--- src/rtl/move_replay_gen_if.sv ---
// Signal bundle between the replay generator and its surroundings: recorder
// controls and position in, synthetic keyboard events and status out.
interface move_replay_gen_if #(
    parameter int AW = 8
) ();
    logic          rec_en;
    logic          play_start;
    logic [4:0]    row;
    logic [4:0]    column;
    logic [8:0]    key_code;
    logic          key_strobe;
    logic          playing;
    logic          play_done;
    logic [AW:0]   rec_count;
    logic          overflow;

    modport master (
        output rec_en, play_start, row, column,
        input  key_code, key_strobe, playing, play_done, rec_count, overflow
    );

    modport slave (
        input  rec_en, play_start, row, column,
        output key_code, key_strobe, playing, play_done, rec_count, overflow
    );
endinterface

--- src/rtl/move_replay_gen.sv ---
// Records the player's path as 2-bit unit steps and replays it as synthetic
// {ext,code} key events, one strobe every PLAY_GAP ticks of the 10 Hz clock.
module move_replay_gen #(
    parameter int         DEPTH     = 256,
    parameter int         AW        = 8,
    parameter int         PLAY_GAP  = 2,
    parameter logic [8:0] KEY_UP    = 9'h01D,
    parameter logic [8:0] KEY_DOWN  = 9'h01B,
    parameter logic [8:0] KEY_LEFT  = 9'h01C,
    parameter logic [8:0] KEY_RIGHT = 9'h023
) (
    input  logic              clk_10Hz,
    input  logic              rst,
    move_replay_gen_if.slave  bus
);
    localparam int            GW       = $clog2(PLAY_GAP);
    localparam logic [GW-1:0] GAP_LAST = GW'(PLAY_GAP - 1);
    localparam logic [AW:0]   FULL     = (AW + 1)'(DEPTH);

    localparam logic [1:0] S_IDLE   = 2'd0;
    localparam logic [1:0] S_RECORD = 2'd1;
    localparam logic [1:0] S_PLAY   = 2'd2;

    logic [1:0]    state_q, state_d;
    logic [AW:0]   wr_q, wr_d;
    logic [AW:0]   rd_q, rd_d;
    logic [GW-1:0] gap_q, gap_d, gap_next;
    logic [4:0]    prev_row_q, prev_row_d;
    logic [4:0]    prev_col_q, prev_col_d;
    logic          ps_prev_q;
    logic [8:0]    key_q, key_d;
    logic          strobe_q, strobe_d;
    logic          done_q, done_d;
    logic          ovf_q, ovf_d;

    logic [1:0]    mem [DEPTH];
    logic [1:0]    rd_data_q;
    logic          we;
    logic          step_valid;
    logic [1:0]    dir;
    logic [8:0]    key_map;
    logic signed [5:0] dr, dc;
    logic          ps_edge;

    assign ps_edge  = bus.play_start & ~ps_prev_q;
    assign dr       = $signed({1'b0, bus.row})    - $signed({1'b0, prev_row_q});
    assign dc       = $signed({1'b0, bus.column}) - $signed({1'b0, prev_col_q});
    assign gap_next = (gap_q == GAP_LAST) ? '0 : gap_q + GW'(1);

    // Only single-cell moves are steps; jumps (e.g. a maps reset) and stays are ignored.
    always_comb begin
        step_valid = 1'b0;
        dir        = 2'b00;
        if (dr == 6'sd0 && dc == 6'sd1) begin
            step_valid = 1'b1;
            dir        = 2'b11;
        end else if (dr == 6'sd0 && dc == -6'sd1) begin
            step_valid = 1'b1;
            dir        = 2'b10;
        end else if (dc == 6'sd0 && dr == -6'sd1) begin
            step_valid = 1'b1;
            dir        = 2'b00;
        end else if (dc == 6'sd0 && dr == 6'sd1) begin
            step_valid = 1'b1;
            dir        = 2'b01;
        end
    end

    always_comb begin
        case (rd_data_q)
            2'b00:   key_map = KEY_UP;
            2'b01:   key_map = KEY_DOWN;
            2'b10:   key_map = KEY_LEFT;
            default: key_map = KEY_RIGHT;
        endcase
    end

    always_comb begin
        state_d    = state_q;
        wr_d       = wr_q;
        rd_d       = rd_q;
        gap_d      = gap_q;
        prev_row_d = prev_row_q;
        prev_col_d = prev_col_q;
        key_d      = key_q;
        strobe_d   = 1'b0;
        done_d     = 1'b0;
        ovf_d      = ovf_q;
        we         = 1'b0;
        case (state_q)
            S_IDLE: begin
                if (bus.rec_en) begin
                    state_d    = S_RECORD;
                    wr_d       = '0;
                    ovf_d      = 1'b0;
                    prev_row_d = bus.row;
                    prev_col_d = bus.column;
                end else if (ps_edge && wr_q != '0) begin
                    state_d = S_PLAY;
                    rd_d    = '0;
                    gap_d   = '0;
                end
            end
            S_RECORD: begin
                if (!bus.rec_en) begin
                    state_d = S_IDLE;
                end else begin
                    prev_row_d = bus.row;
                    prev_col_d = bus.column;
                    if (step_valid) begin
                        if (wr_q == FULL) begin
                            ovf_d = 1'b1;
                        end else begin
                            we   = 1'b1;
                            wr_d = wr_q + (AW + 1)'(1);
                        end
                    end
                end
            end
            S_PLAY: begin
                if (ps_edge) begin
                    state_d = S_IDLE;
                end else if (gap_q == '0) begin
                    if (rd_q == wr_q) begin
                        state_d = S_IDLE;
                        done_d  = 1'b1;
                    end else begin
                        key_d    = key_map;
                        strobe_d = 1'b1;
                        rd_d     = rd_q + (AW + 1)'(1);
                        gap_d    = gap_next;
                    end
                end else begin
                    gap_d = gap_next;
                end
            end
            default: state_d = S_IDLE;
        endcase
    end

    always_ff @(posedge clk_10Hz or posedge rst) begin
        if (rst) begin
            state_q    <= S_IDLE;
            wr_q       <= '0;
            rd_q       <= '0;
            gap_q      <= '0;
            prev_row_q <= '0;
            prev_col_q <= '0;
            ps_prev_q  <= 1'b0;
            key_q      <= '0;
            strobe_q   <= 1'b0;
            done_q     <= 1'b0;
            ovf_q      <= 1'b0;
        end else begin
            state_q    <= state_d;
            wr_q       <= wr_d;
            rd_q       <= rd_d;
            gap_q      <= gap_d;
            prev_row_q <= prev_row_d;
            prev_col_q <= prev_col_d;
            ps_prev_q  <= bus.play_start;
            key_q      <= key_d;
            strobe_q   <= strobe_d;
            done_q     <= done_d;
            ovf_q      <= ovf_d;
        end
    end

    // Read address is the next read pointer, so the entry is ready when the strobe fires.
    always_ff @(posedge clk_10Hz) begin
        if (we) begin
            mem[wr_q[AW-1:0]] <= dir;
        end
        rd_data_q <= mem[rd_d[AW-1:0]];
    end

    assign bus.key_code   = key_q;
    assign bus.key_strobe = strobe_q;
    assign bus.playing    = (state_q == S_PLAY);
    assign bus.play_done  = done_q;
    assign bus.rec_count  = wr_q;
    assign bus.overflow   = ovf_q;
endmodule

--- src/flat_wrapper.sv ---
// flat-port wrapper written by rule: the top's interface ports become plain ports
module move_replay_gen_flat 
#(
    parameter int         DEPTH     = 256,
    parameter int         AW        = 8,
    parameter int         PLAY_GAP  = 2,
    parameter logic [8:0] KEY_UP    = 9'h01D,
    parameter logic [8:0] KEY_DOWN  = 9'h01B,
    parameter logic [8:0] KEY_LEFT  = 9'h01C,
    parameter logic [8:0] KEY_RIGHT = 9'h023
)
  (clk_10Hz, rst, bus_rec_en, bus_play_start, bus_row, bus_column, bus_key_code, bus_key_strobe, bus_playing, bus_play_done, bus_rec_count, bus_overflow);
  move_replay_gen_if #(.AW(AW)) bus_i ();
  input  logic clk_10Hz;
  input  logic rst;
  input wire logic [$bits(bus_i.rec_en)-1:0] bus_rec_en;
  input wire logic [$bits(bus_i.play_start)-1:0] bus_play_start;
  input wire logic [$bits(bus_i.row)-1:0] bus_row;
  input wire logic [$bits(bus_i.column)-1:0] bus_column;
  output wire logic [$bits(bus_i.key_code)-1:0] bus_key_code;
  output wire logic [$bits(bus_i.key_strobe)-1:0] bus_key_strobe;
  output wire logic [$bits(bus_i.playing)-1:0] bus_playing;
  output wire logic [$bits(bus_i.play_done)-1:0] bus_play_done;
  output wire logic [$bits(bus_i.rec_count)-1:0] bus_rec_count;
  output wire logic [$bits(bus_i.overflow)-1:0] bus_overflow;
  assign bus_i.rec_en = bus_rec_en;
  assign bus_i.play_start = bus_play_start;
  assign bus_i.row = bus_row;
  assign bus_i.column = bus_column;
  assign bus_key_code = bus_i.key_code;
  assign bus_key_strobe = bus_i.key_strobe;
  assign bus_playing = bus_i.playing;
  assign bus_play_done = bus_i.play_done;
  assign bus_rec_count = bus_i.rec_count;
  assign bus_overflow = bus_i.overflow;
  move_replay_gen #(.DEPTH(DEPTH), .AW(AW), .PLAY_GAP(PLAY_GAP), .KEY_UP(KEY_UP), .KEY_DOWN(KEY_DOWN), .KEY_LEFT(KEY_LEFT), .KEY_RIGHT(KEY_RIGHT)) u_core (.clk_10Hz(clk_10Hz), .rst(rst), .bus(bus_i));
endmodule
--- config.mk ---
export PLATFORM = sky130hd
export DESIGN_NAME = move_replay_gen_flat
export DESIGN_NICKNAME = d
export VERILOG_FILES = /design/src/rtl/move_replay_gen_if.sv /design/src/rtl/move_replay_gen.sv /design/src/flat_wrapper.sv
export SDC_FILE = /design/constraint.sdc
export NUM_CORES = 1
export LEC_CHECK = 0
export BUFFER_PORTS_ARGS = -buffer_cell sky130_fd_sc_hd__clkbuf_2
export CAP_MARGIN = 0
export CORE_ASPECT_RATIO = 1.5
export CORE_MARGIN = 2
export CORE_UTILIZATION = 60
export CTS_BUF_LIST = sky130_fd_sc_hd__clkbuf_8
export DETAILED_ROUTE_END_ITERATION = 7
export GPL_TIMING_DRIVEN = 0
export PLACE_DENSITY = 0.77
export REMOVE_ABC_BUFFERS = 1
export SLEW_MARGIN = 15
export SYNTH_ARGS = -nofsm -noshare
export SYNTH_HDL_FRONTEND = slang
export SYNTH_SLANG_ARGS = --single-unit
--- constraint.sdc ---
create_clock -name clk_10Hz -period 8.2 [get_ports clk_10Hz]
set_input_delay 0.82 -clock clk_10Hz [delete_from_list [all_inputs] [get_ports clk_10Hz]]
set_output_delay 0.82 -clock clk_10Hz [all_outputs]
set_load 0.005 [all_outputs]
==> results of run 1 <==
[layer usage]
layer,up-vias,global-route usage (%),share of wire [%]
met1,8235,36.5,35
met3,268,5.04,9.4
met5,-,0,0
met4,0,18.7,6.3
li1,7518,-,-
met2,1069,49.5,49
[state kept, by name, indices dropped and copies added, names as in the netlist]
name,flops
u_core.state_q,2
u_core.bus.key_strobe,1
u_core.bus.rec_count,9
u_core.rd_data_q,2
u_core.rd_q,9
u_core.bus.key_code,5
u_core.bus.overflow,1
u_core.gap_q,1
u_core.bus.play_done,1
u_core.mem,512
u_core.prev_row_q,5
u_core.ps_prev_q,1
u_core.prev_col_q,5
[worst paths after layout]
check | start | to | slack, ps | cells past startpoint
setup / recovery | u_core.prev_row_q[0] | u_core.mem[166][1] | 1370 | 13
hold / removal | rst | u_core.bus.rec_count[3] | 30 | 2
setup reg to reg | u_core.prev_row_q[0] | u_core.mem[166][1] | 1370 | 13
hold reg to reg | u_core.rd_data_q[1] | u_core.bus.key_code[4] | 470 | 1
max in group asynchronous | rst | u_core.bus.rec_count[4] | 7740 | 3
min in group clk_10Hz | bus_play_start | u_core.ps_prev_q | 320 | 1
[power groups by stage]
stage / clock network, mW / registers [mW] / logic [mW]
final: 2.18 / 3.09 / 1.22
after global routing: 2.31 / 3.09 / 1.34
after CTS: 2.19 / 3.09 / 1.21
after detailed placement: 0 / 3.15 / 1.20
after global placement: 0 / 3.15 / 1.25
after floorplan: 0 / 3.15 / 0.880
[through the flow]
stage                     std cells  power, mW  setup slack [ps]  util (%)
after floorplan                1943       4.03              -480         -
after global placement         2481       4.40             -6370      60.7
after detailed placement       2498       4.36               977      62.0
after CTS                      2637       6.49              1520      65.8
after global routing           2638       6.74              1070      65.8
final                          2638       6.50              1370      65.8
[layout make-up]
class / count / area (sq um)
clock buffers: 83 / 1140
clock inverters: 56 / 414
well taps: 506 / 633
inverters: 37 / 151
fillers: 2857 / 13700
flip-flops and latches: 554 / 16400
repair buffers: 49 / 578
multi-input cells: 1352 / 7130
diodes: 1 / 2.50
[critical path: stages (launching register included)]
cell and delay [ps]:
dfrtp_1 380, ha_1 210, fa_1 410, o21ai_0 220, a21oi_1 110, xnor2_1 150
a2111oi_0 910, o211a_4 750, a2bb2oi_1 430, nand3_4 500, buf_16 390, inv_1 360
nand3_1 1060, nor2_1 560
[logic make-up after synthesis]
logic type	count (synthesis)
and+or+nand+nor	1011
DFF	554
AOI/OAI and AO/OA	249
buffers and inverters	195
muxes	52
xor gates and xnor gates	20
adders and majority gates	17
other	1
[Yosys cell counts (all sizes together), types with 3 or more instances]
master	count
a2111oi	5
a21oi	56
a221oi	6
a22oi	5
a311oi	29
a31oi	37
a32oi	16
and2	5
and3	49
buf	80
clkbuf	78
dfrtp	40
edfxtp	512
ha	15
inv	37
mux2	8
mux2i	44
nand2	478
nand2b	6
nand3	103
nand4	9
nor2	235
nor2b	12
nor3	84
nor4	12
o211a	3
o211ai	10
o21ai	34
o221ai	6
o22ai	7
o31ai	9
or3	7
xnor2	3
xor2	17
==> impl_metrics.ini, run 1 <==
[status]
status = complete, no violations

[global_route]
grt_pass1_vias = 16900
grtUsageTotal_pct = 29.8
antenna_found_initial = 1
grt_pass1_wl_um = 94800
grt_max_degree = 182
gr-total-overflow = 0

[synthesis]
ys_warn_count = 0
synthFlopType = edfxtp_1
avgSynthCellArea_sq_um = 11.6
synth_top_family_by_area = simple AND/OR/NAND/NOR gates
synth_area_sq_um = 24400
ys_async_sr_fraction_pct = 7.22
synth-seq-cells = 554
synth-edff-count = 512
muxShareOfSynthArea_pct = 2.18
yosys.area_share.simple_pct = 17.8
yosys.area.top_type = edfxtp_1
synth_xor_area_share_pct = 0.719
synth-adder-area-share_pct = 0.935
synth-compound-area-share_pct = 7.15
synth_top_cell_area_share_pct = 63.1
synth_cells = 2099
ys_seq_area_share_pct = 67.4
synth_cell_types = 75
yosys-top-cells-area = edfxtp_1, nand2_1, dfrtp_1

[placement]
portBuffers = 32
hpwl_um = 36500
postPlaceCellArea_sq_um = 24900
place_congestion = 0.853

[power]
swShare_pct = 28.9
p_per_area_nw_per_um2 = 245
ir_worst_vdd_uv = 168
p_int_mw = 4.62
pwr-share-seq_pct = 47.6
p_leak_nw = 9.00
p_clk_share_pct = 33.6
comb_power_share_pct = 18.8
power_switching_mw = 1.88

[clock_network]
post_cts_buffers = 0
clk_latency_ps = 640
clk_pin_slew_ps = 70
clockBufferDepth = 3
cts_made_buffers = 78
holdBufCountCts = 0
htree_num_levels = 3
root_buffer = clkbuf_8
clock-sinks = 554
ctsResizeCount = 0
cts_tree = done

[critical_path]
critical_path_required_ps = 8480
critPathKind = reg2reg
crit_path_start_kind = flip-flop
crit_fanout = 57
endpoint_kind = flip-flop
crit_arrival_ps = 7110

[drt]
first_pass_iters = 8
drc = 0
vias = 17100
wire_per_inst_um = 23.9
ant_nets = 0
drtIter0Drc = 2266
wl_um = 63100
vias_per_cell = 6.48

[floorplan]
initial_core_util_pct = 60.6
core.rowCount = 90
dieWidth_um = 169
num_io_pins = 36
fp.dieH_um = 251
coreArea_sq_um = 40200
dieArea_sq_um = 42300

[sta]
drv_slew = 0
max_freq_mhz = 146
finalCritPeriodShare_pct = 83.3
tns_ps = 0
whs_ps = 33.9
finalClockSkew_ps = 22.7
worst_slew_pin_slew_ps = 1360
rsz0062_at_grt = no
hold_viol_final = 0
setup_violations = 0
min_period_ps = 6830
slew_headroom_pct = 8.93

[finish]
syn_to_final_growth_pct = 8.63
final_common_cell = edfxtp_1
finalInstanceArea_sq_um = 26500
final_cell_mix = edfxtp_1, nand2_1, nor2_1
layout-drive-gt1-share_pct = 9.06
fin_nets = 2103

[run]
cap_viol_max_count = 0

[min_path]
hold_class = in2async
Power figures use the tool's default switching activity.
==> run 2: changes to the inputs <==
CORE_UTILIZATION = 59   (was 60)
PLACE_DENSITY = 0.79   (was 0.77)
clock period = 6.03 ns   (was 8.2 ns; I/O delays follow)
==> run 2 against run 1 <==
Compared with the run above:
- the run now ends with setup timing left
- clock skew is 6.1 ps lower
- sequential share of layout area is 0.13 points lower
- routed wire length is 1.9% higher
- cell area is 0.21% higher
- die area is 1.7% higher
- clock power is 34% higher
- cell count is 0.23% higher
- flip-flop and latch count stayed put
- utilization is 1.1 points lower
==> impl_metrics.ini, run 2 (synthesis gave the netlist of run 1 again) <==
[floorplan]
coreArea_sq_um = 41000
core.rowCount = 91
fp.dieH_um = 253
num_io_pins = 36
dieWidth_um = 170
initial_core_util_pct = 59.4
dieArea_sq_um = 43000

[sta]
rsz0062_at_grt = yes
hold_viol_final = 0
min_period_ps = 6050
timing.final.ws_setup_ps = -17.8
setup_violations = 1
slew_headroom_pct = 17.6
drv_slew = 0
max_freq_mhz = 165
finalCritPeriodShare_pct = 100
whs_ps = 114
tns_ps = -17.8
worst_slew_pin_slew_ps = 1230
finalClockSkew_ps = 16.6

[finish]
multiInputGateArea_sq_um = 7190
final_core_util_pct = 64.7
fin_nets = 2102
final_cells = 2644
largest_reg_flops = 512
finalInstanceArea_sq_um = 26500
syn_to_final_growth_pct = 8.86
layout-drive-gt1-share_pct = 9.57
final_common_cell = edfxtp_1
final_cell_mix = edfxtp_1, nand2_1, nor2_1
final-seq-area_sq_um = 16400
nFillCells = 2935

[clock_network]
clock-sinks = 554
cts_made_buffers = 77
post_cts_buffers = 0
clk_pin_slew_ps = 70
cts_tree = done
htree_num_levels = 3
clk_latency_ps = 640
clockBufferDepth = 3
root_buffer = clkbuf_8

[critical_path]
slowest_stage = nor2_2
worstPathCellList = xor2_1 -> nor3_1 -> a31o_2 -> o22a_4 -> inv_4 -> nor2_2 -> a32oi_1 -> a21oi_1 -> nor3_1 -> nor4_1 -> o22ai_1
critPathKind = reg2reg
cp_num_buf_inv = 1
critical_path_required_ps = 6480
endpoint_kind = flip-flop
crit_top_cell = nor3_1
crit_cells = 11
reg2regPathDepth = 11
startpoint = u_core.bus.rec_count[4]
regToRegStartpoint = u_core.bus.rec_count[4]
crit_arrival_ps = 6490
crit_path_start_kind = flip-flop
crit_fanout = 54
critPathTopFamily = simple AND/OR/NAND/NOR gates
cpPeakStageDelay_ps = 930

[drt]
drc = 0
ant_nets = 0
wire_per_inst_um = 24.3
first_pass_iters = 5
vias_per_cell = 6.54
wl_um = 64300
drtIter0Drc = 2172
vias = 17300

[placement]
portBuffers = 32
postPlaceCellArea_sq_um = 24900
pre_cts_ws_ps = -1010
hpwl_um = 36900
dp.cells = 2502
place_congestion = 0.849

[run]
cap_viol_max_count = 0

[min_path]
hold_class = in2reg
hp-start = bus_play_start
worstHoldPathCells = 1

[global_route]
antenna_found_initial = 1
grtUsageTotal_pct = 30.1
grt_max_degree = 182
gr-total-overflow = 0
grt_pass1_vias = 17400
grt_pass1_wl_um = 96600

[status]
status = complete, but fails checks
violations = setup timing

[power]
ir_worst_vdd_uv = 263
p_per_area_nw_per_um2 = 334
power_mw = 8.86
p_leak_nw = 8.95
run 2: what timing repair did:
action | 4_1_cts | 5_1_grt
setup endpoints to repair | 320 | 289
hold endpoints to repair | 12 | 0
hold buffers | 1 | 0
gates resized for setup | 17 | 2
run 2: report_power, final:
part           total, mW  internal, mW  switching (mW)
combinational       1.72         0.559            1.16
clock               2.93          1.53            1.41
sequential          4.21          4.17          0.0367
run 2: area by class of cell:
cell class,count,share of cell area (%)
multi-input combinational,1352,27.1
sequential,554,61.9
clock buffer,82,4.25
timing repair buffer,49,2.15
antenna,1,0.00943
clock inverter,58,1.56
inverter,37,0.627
tap,511,2.41
run 2: path summary, 6_finish.rpt:
kind	end	slack, ps
min in group asynchronous	u_core.bus.rec_count[6]	470
worst min register to register	u_core.bus.key_code[4]	470
worst min-delay path	u_core.ps_prev_q	110
max in group asynchronous	u_core.rd_q[5]	5100
worst max-delay path	u_core.rd_data_q[0]	-20
worst max register to register	u_core.rd_data_q[0]	-20
run 2: layer usage:
layer / routed length (um) / up-vias / track usage [%]
li1: - / 7529 / -
met1: 21800 / 8392 / 35.2
met2: 31800 / 1095 / 51.1
met3: 6200 / 278 / 5.25
met4: 4440 / 0 / 19.4
met5: 0 / - / 0
